--- src/rtl/fnd_display_arbiter.sv ---
// Shares the 4-digit FND between the foreground value and four prioritised event requesters.
// Each served requester gets a timed, pre-emptible pop-up that shows its live data.
module fnd_display_arbiter #(
    parameter int TICK_CYCLES = 100_000_000,
    parameter int POPUP_SEC   = 3
) (
    input  logic        clk,
    input  logic        reset,
    input  logic [13:0] base_data,
    input  logic [3:0]  req,
    input  logic [55:0] req_data,
    input  logic [3:0]  req_mask,
    input  logic        btn_dismiss,
    output logic [13:0] seg_data,
    output logic [2:0]  src_sel,
    output logic        popup_active,
    output logic [3:0]  grant
);

    localparam int            PW         = (TICK_CYCLES > 1) ? $clog2(TICK_CYCLES) : 1;
    localparam logic [PW-1:0] PRESC_LAST = PW'(TICK_CYCLES - 1);
    localparam logic [3:0]    SEC_LAST   = 4'(POPUP_SEC - 1);

    typedef enum logic {ST_BASE, ST_POPUP} state_e;

    state_e        state_q, state_d;
    logic [1:0]    active_q, active_d;
    logic [3:0]    pending_q, pending_d;
    logic [PW-1:0] presc_q, presc_d;
    logic [3:0]    sec_q, sec_d;
    logic          dismiss_q;
    logic [13:0]   seg_q, seg_d;
    logic [2:0]    src_q, src_d;
    logic          popup_q, popup_d;
    logic [3:0]    grant_q, grant_d;

    logic [13:0]   slot [4];
    logic [3:0]    req_en;
    logic [3:0]    cand;
    logic [1:0]    winner;
    logic          dismiss_edge;
    logic          expire;
    logic          launch;

    for (genvar i = 0; i < 4; i++) begin : g_slot
        assign slot[i] = req_data[i*14 +: 14];
    end

    // Pending bits of disabled requesters never compete.
    assign req_en       = req & req_mask;
    assign cand         = (pending_q & req_mask) | req_en;
    assign dismiss_edge = btn_dismiss & ~dismiss_q;
    assign expire       = (presc_q == PRESC_LAST) && (sec_q == SEC_LAST);

    always_comb begin
        winner = 2'd0;
        for (int i = 3; i >= 0; i--) begin
            if (cand[i]) winner = 2'(i);
        end
    end

    always_comb begin
        // NOTE: every target gets a default first so no path can infer a latch.
        state_d   = state_q;
        active_d  = active_q;
        pending_d = (pending_q | req_en) & req_mask;
        presc_d   = '0;
        sec_d     = '0;
        seg_d     = base_data;
        src_d     = 3'd0;
        popup_d   = 1'b0;
        grant_d   = 4'd0;
        launch    = 1'b0;

        case (state_q)
            ST_BASE: launch = |cand;
            ST_POPUP: begin
                if (dismiss_edge || !req_mask[active_q]) begin
                    state_d = ST_BASE;
                end else begin
                    // The active source is never queued behind itself.
                    pending_d[active_q] = 1'b0;
                    seg_d   = slot[active_q];
                    src_d   = {1'b0, active_q} + 3'd1;
                    popup_d = 1'b1;
                    if ((|cand) && (winner < active_q)) begin
                        launch = 1'b1;
                    end else if (req_en[active_q]) begin
                        grant_d[active_q] = 1'b1;
                    end else if (expire) begin
                        if (|cand) begin
                            launch = 1'b1;
                        end else begin
                            state_d = ST_BASE;
                            seg_d   = base_data;
                            src_d   = 3'd0;
                            popup_d = 1'b0;
                        end
                    end else if (presc_q == PRESC_LAST) begin
                        sec_d = sec_q + 4'd1;
                    end else begin
                        presc_d = presc_q + PW'(1);
                        sec_d   = sec_q;
                    end
                end
            end
            default: state_d = ST_BASE;
        endcase

        if (launch) begin
            state_d           = ST_POPUP;
            active_d          = winner;
            pending_d[winner] = 1'b0;
            grant_d           = 4'b0001 << winner;
            seg_d             = slot[winner];
            src_d             = {1'b0, winner} + 3'd1;
            popup_d           = 1'b1;
            presc_d           = '0;
            sec_d             = '0;
        end
    end

    // NOTE: non-blocking assignments so every register samples pre-edge values.
    always_ff @(posedge clk or posedge reset) begin
        if (reset) begin
            state_q   <= ST_BASE;
            active_q  <= 2'd0;
            pending_q <= 4'd0;
            presc_q   <= '0;
            sec_q     <= 4'd0;
            dismiss_q <= 1'b0;
            seg_q     <= 14'd0;
            src_q     <= 3'd0;
            popup_q   <= 1'b0;
            grant_q   <= 4'd0;
        end else begin
            state_q   <= state_d;
            active_q  <= active_d;
            pending_q <= pending_d;
            presc_q   <= presc_d;
            sec_q     <= sec_d;
            dismiss_q <= btn_dismiss;
            seg_q     <= seg_d;
            src_q     <= src_d;
            popup_q   <= popup_d;
            grant_q   <= grant_d;
        end
    end

    assign seg_data     = seg_q;
    assign src_sel      = src_q;
    assign popup_active = popup_q;
    assign grant        = grant_q;

endmodule
--- config.mk ---
export PLATFORM = sky130hd
export DESIGN_NAME = fnd_display_arbiter
export DESIGN_NICKNAME = d
export VERILOG_FILES = /design/src/rtl/fnd_display_arbiter.sv
export SDC_FILE = /design/constraint.sdc
export NUM_CORES = 1
export LEC_CHECK = 0
export BUFFER_PORTS_ARGS = -buffer_cell sky130_fd_sc_hd__buf_4
export CORE_MARGIN = 1.5
export CORE_UTILIZATION = 35
export DETAILED_ROUTE_END_ITERATION = 6
export SLEW_MARGIN = 15
export SYNTH_ARGS = -nofsm -noshare
export SYNTH_HDL_FRONTEND = slang
export SYNTH_SLANG_ARGS = --single-unit
--- constraint.sdc ---
create_clock -name clk -period 3.4 [get_ports clk]
set_input_delay 1.02 -clock clk [delete_from_list [all_inputs] [get_ports clk]]
set_output_delay 1.02 -clock clk [all_outputs]
set_load 0.05 [all_outputs]
==> key figures <==
Floorplanning
  – Die Ht: 109 um
  – IO Pins: 103
  – DIE AREA: 0.0120 mm^2
  – Core Rows: 38
  – Starting density of the core: 36.2%
  – Die width: 109 um
  – Core ar.: 0.0109 mm^2

Detailed routing
  – WL/cell: 15.6 um
  – Vias: 3125
  – Residual DRC count: 0
  – Routed WL: 9510 um
  – Post-route ant nets: 0
  – Drt pass-1 iters: 4
  – Initial DRC count: 174
  – Vias/cell: 5.13

Placement
  – Post-DP Area: 0.00490 mm^2
  – Number of buffers added on ports: 102
  – Hpwl dp: 6880 um
  – Routability Congestion: 0.833

CTS
  – # Post-CTS Setup Buffers: 0
  – Clock-pin slew on the worst setup and hold paths: 0.05 ns
  – H-Tree Depth: 3
  – Clk sinks: 60
  – CTS tree: built
  – Later-pin clock latency in the skew report: 0.33 ns
  – CTS root buf: clkbuf_16
  – Cts hold-fix bufs: 0
  – Num CTS Buffers: 9
  – CTS resizes: 0
  – Clk buf depth: 2

Global routing
  – Vias in the first global route: 3218
  – Congestion Overflow GR: 0
  – Initial antenna violation count: 0
  – Largest net degree at the start of global routing: 61
  – First-pass GRT wire length: 15700 um
  – Gr usage total: 17.2%

Yosys
  – Syn avg cell area: 11.1 um^2
  – Seq/Total Area, Yosys: 37.9%
  – Predominant post-synthesis flop cell: dfrtp_1
  – Ys async rst share: 100%
  – Cell variety after synth: 53
  – Synth area leader: dfrtp_1
  – Ys Warns: 0
  – Cells after synthesis: 356
  – Synth Register Bits: 60
  – Synthesized cell area: 0.00396 mm^2
  – Post-synth EDFFs: 0
  – Synth Net Count: 449
  – Largest cells by area after synthesis: dfrtp_1, mux2i_1, mux4_2
  – Share of the synthesized area in the top cell type: 37.9%

Cells and area
  – Antenna Cells: 0
  – Final core utilization: 47.7%
  – Fraction of layout cells with a size suffix above 1: 36.9%
  – Most common cell after layout, fill and taps aside: buf_4
  – Nets: 557
  – Finished Cell Area: 0.00522 mm^2
  – Most frequent cells in the layout: buf_4, mux2i_1, dfrtp_1
  – Area growth from synthesis to layout: 31.7%

Power and ir drop
  – Total Power: 3.75 mW
  – Worst vdd ir: 0.000338 V
  – Power per cell area: 719 mW/mm^2
  – LEAKAGE: 2.38 nW

Worst setup path
  – Cell mode on critical path: a21oi_4
  – CP Cell Sequence: buf_4, o21ai_0, nand2_1, a21oi_4, ha_1, nand2b_1, o22ai_1, nor3_1, a21oi_4, buf_12, a221oi_1
  – Crit path DAT: 3.15 ns
  – CP endpoint kind: flop
  – CP max stage cell: nor3_1
  – CP startpoint kind: input pin
  – CP Max Fanout: 29
  – Worst path max stage delay: 0.38 ns
  – WP data required: 3.61 ns
  – Kind of critical path: input pin to flop

Hold path
  – Worst hold-check path type: flop to flop

STA
  – Fin. Hold Viols: 0
  – Fmax: 340 MHz
  – Setup clock skew after layout: 0.00807 ns
  – Final hold slack: 0.498 ns
  – Final period util: 86.5%
  – Slew headroom: 49.1%
  – # setup viols final: 0
  – Setup TNS: 0 ns
  – Fin crit period: 2.94 ns
  – Final Max Tran Viols: 0
  – Slew @ Worst Pin: 0.763 ns
  – Unrepaired setup endpoints after global routing: false

Status
  – Outcome: finished clean

Run
  – Maxcap violations: 0
## worst paths after layout
path	from	endpoint	slack (ns)	cells past startpoint
min in group asynchronous	reset	seg_data[3]	0.91	3
setup reg to reg	pending_q[1]	pending_q[1]	0.87	10
hold reg to reg	presc_q[0]	presc_q[0]	0.50	1
max in group asynchronous	reset	seg_data[6]	1.97	3
hold / removal	presc_q[0]	presc_q[0]	0.50	1
setup / recovery	req[1]	pending_q[1]	0.46	11
## cells by family after synthesis
kind of cell / count (synthesis) / synth area share [%]
compound gates: 29 / 5.59
xor+xnor: 26 / 5.75
fa+ha+maj: 12 / 3.79
buf+inv: 31 / 4.52
flops: 60 / 37.9
mux: 90 / 28.2
simple gates: 108 / 14.2
## report_power, final
group	switching, mW	internal (mW)
clock	0.316	0.657
combinational	1.11	0.745
sequential	0.0654	0.861
total	1.49	2.26
## critical path, delay by kind of cell
| kind | cells | cell delay, ns |
|---|---|---|
| buffers and inverters | 2 | 0.32 |
| and+or+nand+nor | 3 | 0.70 |
| adders and majority gates | 1 | 0.18 |
| AOI/OAI and AO/OA | 5 | 0.93 |
## cells in the mapped netlist, types with 3 or more instances
library cell / instances
mux4_2: 16
nand4_1: 3
nor2_1: 39
o21ai_0: 3
mux2i_1: 60
a221oi_1: 4
xor2_1: 14
and3_1: 4
nand3_1: 13
a21oi_1: 3
inv_1: 12
mux2_2: 14
nor3_1: 3
nand2_1: 21
buf_6: 3
dfrtp_1: 60
xnor2_1: 12
buf_4: 4
nand4b_1: 3
o31ai_1: 3
buf_2: 7
nand2b_1: 4
ha_1: 12
a22o_1: 3
## layout make-up
| type | count | area, um^2 |
|---|---|---|
| Clock inverter | 5 | 75.1 |
| Sequential cell | 60 | 1500 |
| Timing Repair Buffer | 114 | 868 |
| Fill cell | 1028 | 5720 |
| Inverter | 14 | 52.6 |
| Multi-Input combinational cell | 265 | 2300 |
| Tap cell | 140 | 175 |
| Clock buffer | 11 | 243 |
## sequential cells by signal (all words and copies together), names as in the netlist
signal        cells
popup_active      1
sec_q             4
grant             4
presc_q          27
seg_data         14
active_q          2
dismiss_q         1
pending_q         4
src_sel           3
## metal layers
metal  GRT usage (%)  vias up  wire [um]
met4            6.68        0         65
li1                -     1496          -
met1            22.0     1527       4060
met2            27.4       98       4700
met3            5.16        4        684
met5               0        -          0
## through the flow
step	cells	worst slack [ns]
floorplan	356	0.161
global placement	593	0.250
detailed placement	593	0.168
CTS	609	0.498
global route	609	0.323
finish	609	0.460
(Power assumes the default switching activity.)
